==> src/rtl/present_pkg.sv <==
// Shared widths, FSM encoding and key-schedule / bit-permutation helpers for the PRESENT-80 cores.
package present_pkg;

    localparam int unsigned BLOCK_W = 64;
    localparam int unsigned KEY_W   = 80;
    localparam int unsigned RC_W    = 5;

    typedef enum logic [1:0] {
        ST_IDLE,
        ST_KEYEXP,
        ST_ROUND,
        ST_FINAL
    } state_t;

    function automatic logic [5:0] perm_idx(input logic [5:0] i);
        int unsigned v;
        v = (32'(i) * 32'd16) % 32'd63;
        return (i == 6'd63) ? 6'd63 : 6'(v);
    endfunction

    // out[i] = in[P(i)]: undoes the encryption bit permutation
    function automatic logic [BLOCK_W-1:0] inv_perm(input logic [BLOCK_W-1:0] s);
        logic [BLOCK_W-1:0] o;
        for (int i = 0; i < 64; i++) begin
            o[i] = s[perm_idx(6'(i))];
        end
        return o;
    endfunction

    function automatic logic [KEY_W-1:0] key_rotl61(input logic [KEY_W-1:0] k);
        return {k[18:0], k[79:19]};
    endfunction

    // Forward step; the S-box nibble comes from the external present_sbox on krot[79:76]
    function automatic logic [KEY_W-1:0] fwd_update(input logic [KEY_W-1:0] krot,
                                                    input logic [3:0]       snib,
                                                    input logic [RC_W-1:0]  rc);
        return {snib, krot[75:20], krot[19:15] ^ rc, krot[14:0]};
    endfunction

    function automatic logic [KEY_W-1:0] inv_mix(input logic [KEY_W-1:0] k,
                                                 input logic [RC_W-1:0]  rc);
        return {k[79:20], k[19:15] ^ rc, k[14:0]};
    endfunction

    // Backward step; the nibble is Sinv(kmix[79:76]) from present_inv_sbox, then rotate right 61
    function automatic logic [KEY_W-1:0] inv_update(input logic [KEY_W-1:0] kmix,
                                                    input logic [3:0]       snib);
        logic [KEY_W-1:0] t;
        t = {snib, kmix[75:0]};
        return {t[60:0], t[79:61]};
    endfunction

endpackage

==> src/rtl/present_inv_sbox.sv <==
// PRESENT inverse 4-bit S-box for the decryption data path and backward key schedule.
module present_inv_sbox (
    input  logic [3:0] din,
    output logic [3:0] dout
);
    always_comb begin
        dout = 4'h0;
        case (din)
            4'h0: dout = 4'h5;  4'h1: dout = 4'hE;  4'h2: dout = 4'hF;  4'h3: dout = 4'h8;
            4'h4: dout = 4'hC;  4'h5: dout = 4'h1;  4'h6: dout = 4'h2;  4'h7: dout = 4'hD;
            4'h8: dout = 4'hB;  4'h9: dout = 4'h4;  4'hA: dout = 4'h6;  4'hB: dout = 4'h3;
            4'hC: dout = 4'h0;  4'hD: dout = 4'h7;  4'hE: dout = 4'h9;  4'hF: dout = 4'hA;
            default: dout = 4'h0;
        endcase
    end
endmodule

==> src/rtl/present_sbox.sv <==
// PRESENT forward 4-bit S-box, used by the key expansion.
module present_sbox (
    input  logic [3:0] din,
    output logic [3:0] dout
);
    always_comb begin
        dout = 4'h0;
        case (din)
            4'h0: dout = 4'hC;  4'h1: dout = 4'h5;  4'h2: dout = 4'h6;  4'h3: dout = 4'hB;
            4'h4: dout = 4'h9;  4'h5: dout = 4'h0;  4'h6: dout = 4'hA;  4'h7: dout = 4'hD;
            4'h8: dout = 4'h3;  4'h9: dout = 4'hE;  4'hA: dout = 4'hF;  4'hB: dout = 4'h8;
            4'hC: dout = 4'h4;  4'hD: dout = 4'h7;  4'hE: dout = 4'h1;  4'hF: dout = 4'h2;
            default: dout = 4'h0;
        endcase
    end
endmodule

==> src/rtl/present_dec_core.sv <==
// Round-based PRESENT-80 decryption core, one round per clock, start/busy/done handshake.
// Optional PRESENT_DEC_KEY_CACHE_EN caches the last expanded K(NR+1) to skip key expansion.
module present_dec_core
    import present_pkg::*;
#(
    parameter int unsigned NR = 31
) (
    input  logic               clk,
    input  logic               rst,
    input  logic               start,
    input  logic [BLOCK_W-1:0] ct_in,
    input  logic [KEY_W-1:0]   key_in,
    output logic               busy,
    output logic               done,
    output logic [BLOCK_W-1:0] pt_out
);
    localparam logic [RC_W-1:0] RC_LAST = RC_W'(NR);
    localparam logic [RC_W-1:0] RC_ONE  = RC_W'(1);

    state_t             fsm;
    logic [BLOCK_W-1:0] st;
    logic [KEY_W-1:0]   key;
    logic [RC_W-1:0]    rc;

`ifdef PRESENT_DEC_KEY_CACHE_EN
    logic [KEY_W-1:0]   cache_key;
    logic [KEY_W-1:0]   cache_k32;
    logic               cache_vld;
`endif

    logic [KEY_W-1:0]   key_rot, key_fwd, key_mix, key_inv;
    logic [3:0]         fwd_nib, inv_nib;
    logic [BLOCK_W-1:0] rk_xor, perm_out, sub_out;

    assign key_rot = key_rotl61(key);
    present_sbox u_key_sbox (.din(key_rot[79:76]), .dout(fwd_nib));
    assign key_fwd = fwd_update(key_rot, fwd_nib, rc);

    assign key_mix = inv_mix(key, rc);
    present_inv_sbox u_key_isbox (.din(key_mix[79:76]), .dout(inv_nib));
    assign key_inv = inv_update(key_mix, inv_nib);

    assign rk_xor   = st ^ key[79:16];
    assign perm_out = inv_perm(rk_xor);

    for (genvar g = 0; g < 16; g++) begin : g_isbox
        present_inv_sbox u_isbox (.din(perm_out[4*g +: 4]), .dout(sub_out[4*g +: 4]));
    end

    always_ff @(posedge clk or posedge rst) begin
        if (rst) begin
            fsm    <= ST_IDLE;
            st     <= '0;
            key    <= '0;
            rc     <= '0;
            busy   <= 1'b0;
            done   <= 1'b0;
            pt_out <= '0;
`ifdef PRESENT_DEC_KEY_CACHE_EN
            cache_key <= '0;
            cache_k32 <= '0;
            cache_vld <= 1'b0;
`endif
        end else begin
            done <= 1'b0;
            case (fsm)
                ST_IDLE: begin
                    if (start) begin
                        st   <= ct_in;
                        busy <= 1'b1;
`ifdef PRESENT_DEC_KEY_CACHE_EN
                        if (cache_vld && (key_in == cache_key)) begin
                            key <= cache_k32;
                            rc  <= RC_LAST;
                            fsm <= ST_ROUND;
                        end else begin
                            key       <= key_in;
                            rc        <= RC_ONE;
                            fsm       <= ST_KEYEXP;
                            cache_key <= key_in;
                            cache_vld <= 1'b0;
                        end
`else
                        key <= key_in;
                        rc  <= RC_ONE;
                        fsm <= ST_KEYEXP;
`endif
                    end
                end
                ST_KEYEXP: begin
                    key <= key_fwd;
                    if (rc == RC_LAST) begin
                        fsm <= ST_ROUND;
`ifdef PRESENT_DEC_KEY_CACHE_EN
                        cache_k32 <= key_fwd;
                        cache_vld <= 1'b1;
`endif
                    end else begin
                        rc <= rc + RC_ONE;
                    end
                end
                ST_ROUND: begin
                    st  <= sub_out;
                    key <= key_inv;
                    rc  <= rc - RC_ONE;
                    if (rc == RC_ONE) begin
                        fsm <= ST_FINAL;
                    end
                end
                ST_FINAL: begin
                    pt_out <= rk_xor;
                    done   <= 1'b1;
                    busy   <= 1'b0;
                    fsm    <= ST_IDLE;
                end
                default: fsm <= ST_IDLE;
            endcase
        end
    end

endmodule

==> config.mk <==
export PLATFORM = sky130hd
export DESIGN_NAME = present_dec_core
export DESIGN_NICKNAME = d
export VERILOG_FILES = /design/src/rtl/present_pkg.sv /design/src/rtl/present_inv_sbox.sv /design/src/rtl/present_sbox.sv /design/src/rtl/present_dec_core.sv
export SDC_FILE = /design/constraint.sdc
export NUM_CORES = 1
export LEC_CHECK = 0
export ABC_AREA = 1
export BUFFER_PORTS_ARGS = -buffer_cell sky130_fd_sc_hd__buf_4
export CORE_MARGIN = 2
export CORE_UTILIZATION = 40
export CTS_CLUSTER_DIAMETER = 30
export DETAILED_ROUTE_END_ITERATION = 10
export PLACE_DENSITY = 0.72
export SETUP_SLACK_MARGIN = 0.2
export SLEW_MARGIN = 20
export SYNTH_ARGS = -nofsm -noshare
export SYNTH_HDL_FRONTEND = slang
export SYNTH_SLANG_ARGS = --single-unit
==> constraint.sdc <==
create_clock -name clk -period 6.4 [get_ports clk]
set_input_delay 0.64 -clock clk [delete_from_list [all_inputs] [get_ports clk]]
set_output_delay 0.64 -clock clk [all_outputs]
set_load 0.01 [all_outputs]
=== Yosys cells after proc, flatten, opt, wreduce, memory -nomap -nowiden ===
Memories as Yosys holds them, arrays and structs flattened.
Index checks and enable logic that the tools add are counted.
Widths: inputs -> output; s select.

* Flip-flop bits (word level): 217
* Memory bits (read-only): 1152
* Bits of input ports: 147
* Memories: 18

{| class="wikitable"
|+ Memory list
! memory !! depth !! width !! read ports !! clocked after memory_dff !! write ports !! RTL line !! text
|-
| (no name shown) || 16 || 4 || 1 || 0 || 0 || present_inv_sbox.sv:8 || <nowiki>case (din)</nowiki>
|-
| (no name shown) || 16 || 4 || 1 || 0 || 0 || present_inv_sbox.sv:8 ||
|-
| (no name shown) || 16 || 4 || 1 || 0 || 0 || present_inv_sbox.sv:8 ||
|-
| (no name shown) || 16 || 4 || 1 || 0 || 0 || present_inv_sbox.sv:8 ||
|-
| (no name shown) || 16 || 4 || 1 || 0 || 0 || present_inv_sbox.sv:8 ||
|-
| (no name shown) || 16 || 4 || 1 || 0 || 0 || present_inv_sbox.sv:8 ||
|-
| +12 memories || n/a || n/a || n/a || n/a || n/a || n/a ||
|}

* $add $sub $neg: 2
* Eq/ne operators: 9
* Muxes and demuxes: 14
* Bitwise operators: 3
* Reductions and logical operators: 9

{| class="wikitable"
|+ Operator list
! cell !! count
|-
| $pmux 80 s3 || 1
|-
| $pmux 64 s2 || 1
|-
| $mux 80 || 1
|-
| $mux 64 || 1
|-
| $xor 64x64->64 || 1
|-
| $pmux 5 s3 || 1
|-
| $mux 5 || 2
|-
| $xor 5x5->5 || 2
|-
| $ne 2x2->1 const B || 4
|-
| $pmux 2 s4 || 1
|-
| $mux 2 || 3
|-
| $reduce_and 2->1 || 3
|-
| $reduce_and 3->1 || 2
|-
| $add 5x1->5 const B || 1
|-
| $eq 5x1->1 const B || 1
|-
| $eq 5x5->1 const B || 1
|-
| $sub 5x1->5 const B || 1
|-
| $eq 2x2->1 const B || 2
|-
| $reduce_bool 2->1 || 2
|-
| $reduce_bool 3->1 || 1
|-
| $eq 2x1->1 const B || 1
|-
| $logic_not 2->1 || 1
|-
| $mux 1 || 2
|-
| $pmux 1 s2 || 1
|}

=== Depth between registers and ports, before layout ===
Gate-level depths: netlist (run 1).

* Depth after elaboration: 3
* Mapped depth: 13

=== Modules after synthesis ===
Synthesis (run 1) repeated with hierarchy kept, for this count alone.

* Cells, all modules: 2187
* Area total of the unflattened synthesis: 15239.6 µm²

{| class="wikitable"
|+ By module, submodules not included
! module !! times used !! cells an instance !! area an instance (µm²)
|-
| present_dec_core || 1 || 1430 || 11054.4
|-
| present_inv_sbox at g_isbox[10].u_isbox ... || 15 || 42 || 235.2
|-
| present_inv_sbox at g_isbox[0].u_isbox ... || 2 || 43 || 220.2
|-
| present_sbox || 1 || 41 || 216.5
|}

=== Worst setup path before layout (run 1) ===
No wires, ideal clock.

* Kind: flip-flop to flip-flop
* From: register key[17]
* To: register st[4]
* Library setup time: 116 ps
* Arrival: 1659 ps
* Setup slack: 4625 ps
* Stages on the path, launching flop included: 14
* Buffers on the path: 1
* Path through: dfrtp_1 -> buf_2 -> clkinv_1 -> nand2_1 -> nand2_1 -> inv_1 -> ha_1 -> or2_2 -> nand2_1 -> nand2_1 -> nand2_1 -> nand3_1 -> nand2_1 -> nand2_1

* Cells in the longest elaborated chain, start to end: 3

{| class="wikitable"
|+ RTL lines
! item !! RTL line !! text
|-
| start, declared || present_dec_core.sv:22 || <nowiki>logic [KEY_W-1:0] key;</nowiki>
|-
| start signal, assigned || present_dec_core.sv:84 || <nowiki>key <= key_in;</nowiki>
|-
| start signal, assigned || present_dec_core.sv:91 || <nowiki>key <= key_fwd;</nowiki>
|-
| start signal, assigned || present_dec_core.sv:104 || <nowiki>key <= key_inv;</nowiki>
|-
| $xor 64x64->64 || present_dec_core.sv:43 || <nowiki>assign rk_xor = st ^ key[79:16];</nowiki>
|-
| via g_isbox[1].u_isbox.din[0] || present_inv_sbox.sv:3 || <nowiki>input logic [3:0] din,</nowiki>
|-
| $mem_v2 16x4 || n/a ||
|-
| $pmux 64 s2 || present_dec_core.sv:66 || <nowiki>case (fsm)</nowiki>
|-
| end signal, assigned || present_dec_core.sv:69 || <nowiki>st <= ct_in;</nowiki>
|-
| end signal, assigned || present_dec_core.sv:103 || <nowiki>st <= sub_out;</nowiki>
|-
| end, declared || present_dec_core.sv:21 || <nowiki>logic [BLOCK_W-1:0] st;</nowiki>
|}

The timed path passes the listed nets, and every way through them passes these cells.
A chain may end at the register's enable or synchronous reset.

=== Final worst setup path (run 1) ===
* From: register fsm[1]
* To: register key[28]

* Cells in the longest elaborated chain, start to end: 3

{| class="wikitable"
|+ RTL lines
! item !! RTL line !! text
|-
| start, declared || present_dec_core.sv:20 || <nowiki>state_t fsm;</nowiki>
|-
| start signal, assigned || present_dec_core.sv:52 || <nowiki>fsm <= ST_IDLE;</nowiki>
|-
| start signal, assigned || present_dec_core.sv:86 || <nowiki>fsm <= ST_KEYEXP;</nowiki>
|-
| start signal, assigned || present_dec_core.sv:93 || <nowiki>fsm <= ST_ROUND;</nowiki>
|-
| $eq 2x2->1, or another cell as far along || present_dec_core.sv:66 ||
|-
| $reduce_bool 3->1 (no line) or $ne 2x2->1 (tied branches) || n/a ||
|-
| $reduce_and 2->1 (no line) || n/a ||
|}

Several ways; a longest one is shown, not always the timed one.

==> impl_results.md, run 1 <==
* CP required at between 6 and 7 ns
* Initial antenna violation count at 2
* GP Congestion at just under 1
* DRC at 0
* Hold WC Path Type: in2async
* Worst-path fanout max at 82
* Initial DRC Count at between 1500 and 2000
* Endpoint arrival time on the critical path at between 4 and 5 ns
* Syn_nets at approximately 2400
* Gr ovfl total at 0
* Final Hold Vio Count at 0
* RSZ-0062 raised after global routing: false
* Type of origin of the critical path: flip-flop
* DR WL met3 at roughly 5700 um
* Clk slew on worst S/H paths at around 0.05 ns
* Die area at about 40000 um2
* WL met2 at 24030 um
* CTS Buf Count at 57
* Nets at about 2600
* H-tree levels at 2
* Tmin final at around 3.6 ns
* Largest net degree at the start of global routing at 173
* Filler cell count at approximately 3700
* Status: finished, final reports clean
* FFs w/ async S/R, synth at between 90% and 100%
* Post-CTS Setup Bufs at 0
* TNS Setup at 0 ns
* Drt wl/cell at 19.29 um
* PortBufs at ~210
* Chip width at roughly 200 um
* Sequential element share of the synthesized area at 35.24%
* Synth Instances at approximately 2200
* Max Freq at ~280 MHz
* Post-Syn Area at 15410 um2
* Number of synthesized flops with an enable pin at 0
* Vias in the first global route at ~15000
* Ant diodes at 0
* Slew margin rel. at 29.24%
* Post_cts resized at 0
* Top sig layer: met4
* Fin. max-slew vios at 0
* Layout cell share with drive strength beyond 1 at between 10% and 20%
* CTS tree: done
* Hpwl dp at approximately 40000 um
* CP Class: reg2reg
* Antenna viol nets, final at 0
* Worst-margin pin slew at 1.061 ns
* Synthesis Warnings at 0
* Yosys cell types at 27
* Max cap viols at 0
* Leading register cell type out of synthesis: dfrtp_1
* Clock Root Buffer: clkbuf_16
* First-pass GRT wire length at between 80000 and 90000 um
* #FFs+latches synth at between 200 and 250
* Vias at between 15000 and 20000
* Total Routing Usage GR at a little over a quarter
* FF+latch area at around 5400 um2
* Met1 WL at between 20000 and 25000 um
* Vias per cell at between 5 and 6
* Worst clock skew at between 0.015 and 0.02 ns
* DIE HEIGHT at approximately 200 um
* Setup-failing EPs final at 0
* Area taken by multi-input logic gates at about 8700 um2
* Avg Cell Area, Syn at 7.128 um2
* Initial Utilization at 40.72%
* Clock Tree Buf Depth at 3
* CORE AREA at 37840 um2
* IO Count at about 210
* CP endpoint kind: flip-flop
* Area grow syn2layout at 25.00%
* Clock Latency Late Sink at about 0.60 ns
* Clock sink total at approximately 220
* Hold_buf cts at 0
* Final Cycle Share at 56.62%
* Number of placement rows at a little over 70
* Final WL at between 50000 and 60000 um
* Drt pass-1 iters at 6
## worst max-delay path, stage by stage (launching register included)
cell and delay, ns:
dfrtp_1 0.43, ha_1 0.29, clkinv_2 0.47, nand2_2 0.33, inv_4 0.66, buf_4 0.75, o21ai_0 0.33, o22ai_2 0.20
## metal layers
layer / global-route usage, % / up-vias
met5: 0 / -
met3: 6.102 / 127
met1: 37.71 / 7531
met4: 11.75 / 0
met2: 40.54 / 849
li1: - / 7487
## through the flow
stage	cell area [um2]	hold slack (ns)	util, %	worst slack, ns	std cells
2_1_floorplan	15410	0.4703	-	2.934	2162
3_5_place_dp	17280	0.4775	45.66	2.917	2794
3_3_place_gp	17270	0.4697	45.64	3.024	2794
6_report	19260	0.2213	50.90	2.776	2900
4_1_cts	19250	0.2318	50.87	2.837	2900
5_1_grt	19260	0.2673	50.90	2.583	2900
## state kept, by name, summed over array words and instances, names as in the netlist
| signal | cells |
|---|---|
| busy | 1 |
| done | 1 |
| fsm | 2 |
| key | 80 |
| pt_out | 64 |
| rc | 5 |
| st | 64 |
## path summary, 6_finish.rpt
| kind | from | end | cells after the start | slack [ns] |
|---|---|---|---|---|
| worst max-delay path | fsm[1]$_DFFE_PP0P_ | key[28]$_DFFE_PP0P_ | 7 | 2.78 |
| worst min-delay path | rst | pt_out[46]$_DFFE_PP0P_ | 3 | 0.22 |
| worst max register to register | fsm[1]$_DFFE_PP0P_ | key[28]$_DFFE_PP0P_ | 7 | 2.78 |
| worst min register to register | pt_out[49]$_DFFE_PP0P_ | pt_out[49]$_DFFE_PP0P_ | 2 | 0.48 |
| max in group asynchronous | rst | key[9]$_DFFE_PP0P_ | 4 | 4.77 |
| min in group clk | key_in[13] | key[13]$_DFFE_PP0P_ | 3 | 0.32 |
## cell usage after synthesis, types with 4 or more instances
master | n | area, um2
inv_2 | 5 | 18.77
clkbuf_1 | 42 | 157.7
dfrtp_1 | 217 | 5430
or2_2 | 11 | 68.82
nand3_1 | 260 | 1301
clkbuf_2 | 4 | 20.02
nand2_1 | 585 | 2196
nor2_1 | 114 | 427.9
o22ai_2 | 40 | 500.5
o211ai_1 | 8 | 60.06
xnor2_1 | 14 | 122.6
o21ai_1 | 10 | 50.05
buf_2 | 44 | 220.2
nand3b_1 | 33 | 247.7
xor2_1 | 12 | 105.1
o21ai_0 | 212 | 1061
inv_1 | 232 | 870.8
ha_1 | 115 | 1439
o22ai_1 | 35 | 219.0
buf_6 | 6 | 67.56
a21oi_1 | 154 | 770.7
## cell type report
type	count	share of cell area (%)
Sequential cell	217	28.19
Multi-Input combinational cell	1608	44.93
Clock inverter	37	2.234
Tap cell	511	3.319
Timing Repair Buffer	220	8.639
Inverter	238	4.683
Clock buffer	69	8.003
## placed cells by master (no fill, tap or decap)
cell type	Yosys	layout
nand3_1	260	260
bufinv_16	0	6
inv_6	0	8
o21ai_0	212	212
clkinvlp_4	0	7
clkinv_4	0	4
inv_1	232	231
nand3b_1	33	33
inv_4	0	1
buf_4	2	219
nand2_1	585	584
o21ai_1	10	9
ha_4	0	2
clkbuf_16	0	57
nand2_2	2	2
o22ai_2	40	40
ha_1	115	113
a22oi_1	1	1
xor2_1	12	12
xnor2_1	14	14
nor2_1	114	114
nand2_8	0	1
clkbuf_1	42	5
a21oi_1	154	154
clkbuf_8	0	7
clkinv_2	0	11
dfrtp_1	217	217
a31oi_1	2	2
inv_8	0	2
o211ai_1	8	8
clkinv_8	0	2
o21ai_4	0	1
buf_12	0	1
inv_2	5	2
or2_2	11	11
o22ai_1	35	35
clkinv_1	1	1
## logic make-up after synthesis
kind of cell | Yosys count | synth area share [%]
flops | 217 | 35.24
buf+inv | 337 | 8.940
simple gates | 1005 | 27.61
fa+ha+maj | 115 | 9.337
compound gates | 462 | 17.40
xor+xnor | 26 | 1.478
Power of run 1 is left out: the tool's default activity adds up to more than one toggle a clock period on the data nets, which glitch-free logic cannot reach.
==> run 2: changes to the inputs <==
--- a/config.mk
+++ b/config.mk
@@ -5,13 +5,13 @@
 export SDC_FILE = /design/constraint.sdc
 export NUM_CORES = 1
 export LEC_CHECK = 0
-export ABC_AREA = 1
+export ABC_AREA = 0
 export BUFFER_PORTS_ARGS = -buffer_cell sky130_fd_sc_hd__buf_4
 export CORE_MARGIN = 2
 export CORE_UTILIZATION = 40
 export CTS_CLUSTER_DIAMETER = 30
 export DETAILED_ROUTE_END_ITERATION = 10
-export PLACE_DENSITY = 0.72
+export PLACE_DENSITY = 0.7
 export SETUP_SLACK_MARGIN = 0.2
 export SLEW_MARGIN = 20
 export SYNTH_ARGS = -nofsm -noshare
==> constraint.sdc (replaced) <==
create_clock -name clk -period 3.5 [get_ports clk]
set_input_delay 0.35 -clock clk [delete_from_list [all_inputs] [get_ports clk]]
set_output_delay 0.35 -clock clk [all_outputs]
set_load 0.01 [all_outputs]
==> impl_results.md, run 2 <==
* Setup slack, reg-to-reg at 0.88 ns (was 2.78 ns)
* CP endpoint kind: flip-flop (unchanged)
* Worst-path cell chain: xnor2_1, inv_1, ha_1, mux2_2, a22oi_1, o21ai_0 (was ha_1, clkinv_2, nand2_2, inv_4, buf_4, o21ai_0, o22ai_2)
* Yosys top cell area share at 37.68% (was 35.24%)
* Slew margin rel. at 33.62% (was 29.24%)
* Max stage delay on crit path at 0.75 ns (about the same)
* Hpwl dp at 36040 um (was 41100 um)
* Worst-path fanout max at 7 (was 82)
* Max FFs per register at 80 (unchanged)
* Setup-failing EPs final at 0 (unchanged)
* Vias at 12830 (was 15990)
* CP Class: reg2reg (unchanged)
* Avg Cell Area, Syn at 9.608 um2 (was 7.128 um2)
* Vias in the first global route at 12320 (was 14860)
* Ant diodes at 0 (unchanged)
* WP buf/inv at 1 (was 3)
* Worst clock skew at 0.03006 ns (was 0.01805 ns)
* PortBufs at 212 (unchanged)
* Commonest non-fill, non-tap cell in the layout: buf_4 (was nand2_1)
* Sequential element share of the synthesized area at 37.68% (was 35.24%)
* Final Cycle Share at 74.89% (was 56.62%)
* Synth Instances at 1500 (was 2162)
* H-tree levels at 2 (unchanged)
* Vias per cell at 5.852 (was 5.515)
* Final WL at 49580 um (was 55940 um)
* Final Hold Vio Count at 0 (unchanged)
* CTS Buf Count at 53 (was 57)
* Post_cts resized at 0 (unchanged)
* Hold_buf cts at 0 (unchanged)
* Die area at 37570 um2 (was 40110 um2)
* Layout cell share with drive strength beyond 1 at 24.25% (was 16.07%)
* CP required at 3.92 ns (was 6.91 ns)
* Initial antenna violation count at 1 (was 2)
* Total Routing Usage GR at 25.73% (was 27.15%)
* DIE HEIGHT at 193.8 um (was 200.3 um)
* DRC at 0 (unchanged)
* Area grow syn2layout at 26.84% (was 25.00%)
* Type of origin of the critical path: flip-flop (unchanged)
* Clock Tree Buf Depth at 3 (unchanged)
* Most frequent cells after synthesis: dfrtp_1, nor2_1, nand2_1 (was nand2_1, nand3_1, inv_1)
* TNS Setup at 0 ns (unchanged)
* Synthesis Warnings at 0 (unchanged)
* Clock Latency Late Sink at 0.56 ns (was 0.60 ns)
* Top post-synthesis cells by area: dfrtp_1, ha_1, a221oi_1 (was dfrtp_1, nand2_1, ha_1)
* Yosys cell types at 51 (was 27)
* Clock sink total at 217 (unchanged)
* Initial DRC Count at 1559 (was 1869)
* #FFs+latches synth at 217 (unchanged)
* CORE AREA at 35570 um2 (was 37840 um2)
* FFs w/ async S/R, synth at 100.0% (unchanged)
* Place WS at 0.8986 ns (was 2.917 ns)
* Post-Syn Area at 14410 um2 (was 15410 um2)
* Initial Utilization at 40.52% (was 40.72%)
* IO Count at 213 (unchanged)
* Fin. max-slew vios at 0 (unchanged)
* Largest registers: key (80), pt_out (64), st (64) (unchanged)
* First-pass GRT wire length at 74570 um (was 85350 um)
* Max cap viols at 0 (unchanged)
* CP top delay family: XOR/XNOR gates (was buffers and inverters)
* Max Freq at 381.5 MHz (was 276.0 MHz)
* Number of synthesized flops with an enable pin at 0 (unchanged)
* Antenna viol nets, final at 0 (unchanged)
* Cell taking the most area after synthesis: dfrtp_1 (unchanged)
* Clk slew on worst S/H paths at 0.05 ns (about the same)
* RSZ-0062 raised after global routing: false (unchanged)
* Most common cell in the netlist: dfrtp_1 (was nand2_1)
* Nets at 1950 (was 2604)
* Chip width at 193.8 um (was 200.3 um)
* Most flop-heavy register: key (unchanged)
* Clock Root Buffer: clkbuf_16 (unchanged)
* Leading register cell type out of synthesis: dfrtp_1 (unchanged)
* Slowest CP cell: xnor2_1 (was buf_4)
* Endpoint arrival time on the critical path at 3.04 ns (was 4.13 ns)
* Hold WC Path Type: in2reg (was in2async)
* Drt wl/cell at 22.61 um (was 19.29 um)
* Worst-margin pin slew at 0.9887 ns (was 1.061 ns)
* Number of placement rows at 69 (was 71)
* Drt pass-1 iters at 6 (unchanged)
* Tmin final at 2.621 ns (was 3.624 ns)
* Status: finished, final reports clean (unchanged)
* CTS tree: done (unchanged)
* Gr ovfl total at 0 (unchanged)
* Commonest cells after routing, fill and taps aside: buf_4, dfrtp_1, nor2_1, nand2_1, ha_1 (was nand2_1, nand3_1, inv_1, buf_4, dfrtp_1)
* Final worst slack at 0.8789 ns (was 2.776 ns)
* Largest net degree at the start of global routing at 155 (was 173)
* Post-CTS Setup Bufs at 0 (unchanged)
* GP Congestion at 0.9327 (was 0.9659)
* Syn_nets at 1762 (was 2424)
run 2: changes by cell type after synthesis, moves of 40 or more:
cell	change
inv_1	-154
nand2_1	-458
a221oi_1	+79
xnor2_1	+47
nand3_1	-250
o21ai_0	-156
a21oi_1	-45
o22ai_2	-40
o31ai_1	+73
nor2_1	+50
run 2: kinds of logic (layout without fill, tap and decap cells):
| group | count (synthesis) | count (layout) | share of synthesized area (%) |
|---|---|---|---|
| AOI/OAI and AO/OA | 434 | 434 | 20.71 |
| xor gates and xnor gates | 105 | 105 | 7.475 |
| adders and majority gates | 115 | 115 | 9.984 |
| buffers and inverters | 188 | 420 | 5.330 |
| DFF | 217 | 217 | 37.68 |
| muxes | 73 | 73 | 7.848 |
| and+or+nand+nor | 368 | 368 | 10.97 |
run 2: area by class of cell:
cell class,count,area (um2)
Fill cell,3198,17290
Multi-Input combinational cell,1095,8263
Sequential cell,217,5430
Timing Repair Buffer,242,1854
Clock buffer,65,1464
Tap cell,461,576.8
Clock inverter,34,392.9
Inverter,79,300.3
run 2: per-layer routing:
layer	vias up	GRT usage, %	share of wire (%)
met1	6306	33.67	41
met3	109	5.392	7.7
li1	5831	-	-
met5	-	0	0
met4	0	13.80	5.7
met2	587	40.07	46
run 2: metrics by stage:
stage	area, um2	std cells	utilization [%]	hold slack [ns]
2_1_floorplan	14420	1500	-	0.4704
5_1_grt	18280	2193	51.40	0.03824
6_report	18280	2193	51.40	0.04536
3_5_place_dp	16420	2094	46.18	0.4963
4_1_cts	18280	2193	51.40	0.03833
3_3_place_gp	16420	2094	46.18	0.4831
run 2: path summary, 6_finish.rpt:
path / start / cells past startpoint / to
max in group asynchronous: rst / 3 / done$_DFF_PP0_
hold reg to reg: st[22]$_DFFE_PP0P_ / 2 / st[22]$_DFFE_PP0P_
hold / removal: ct_in[61] / 3 / st[61]$_DFFE_PP0P_
setup / recovery: key[26]$_DFFE_PP0P_ / 6 / st[42]$_DFFE_PP0P_
min in group asynchronous: rst / 3 / st[7]$_DFFE_PP0P_
setup reg to reg: key[26]$_DFFE_PP0P_ / 6 / st[42]$_DFFE_PP0P_
run 2: worst register-to-register path, delay by kind of cell, from the launching register on:
kind | cells | cell delay, ns
AO/OA/AOI/OAI | 2 | 0.27
flip-flops | 1 | 0.47
adder cells (fa/ha/maj) | 1 | 0.44
buffers and inverters | 1 | 0.20
XOR/XNOR | 1 | 0.75
multiplexers | 1 | 0.36
Power of run 2 is left out for the same reason.
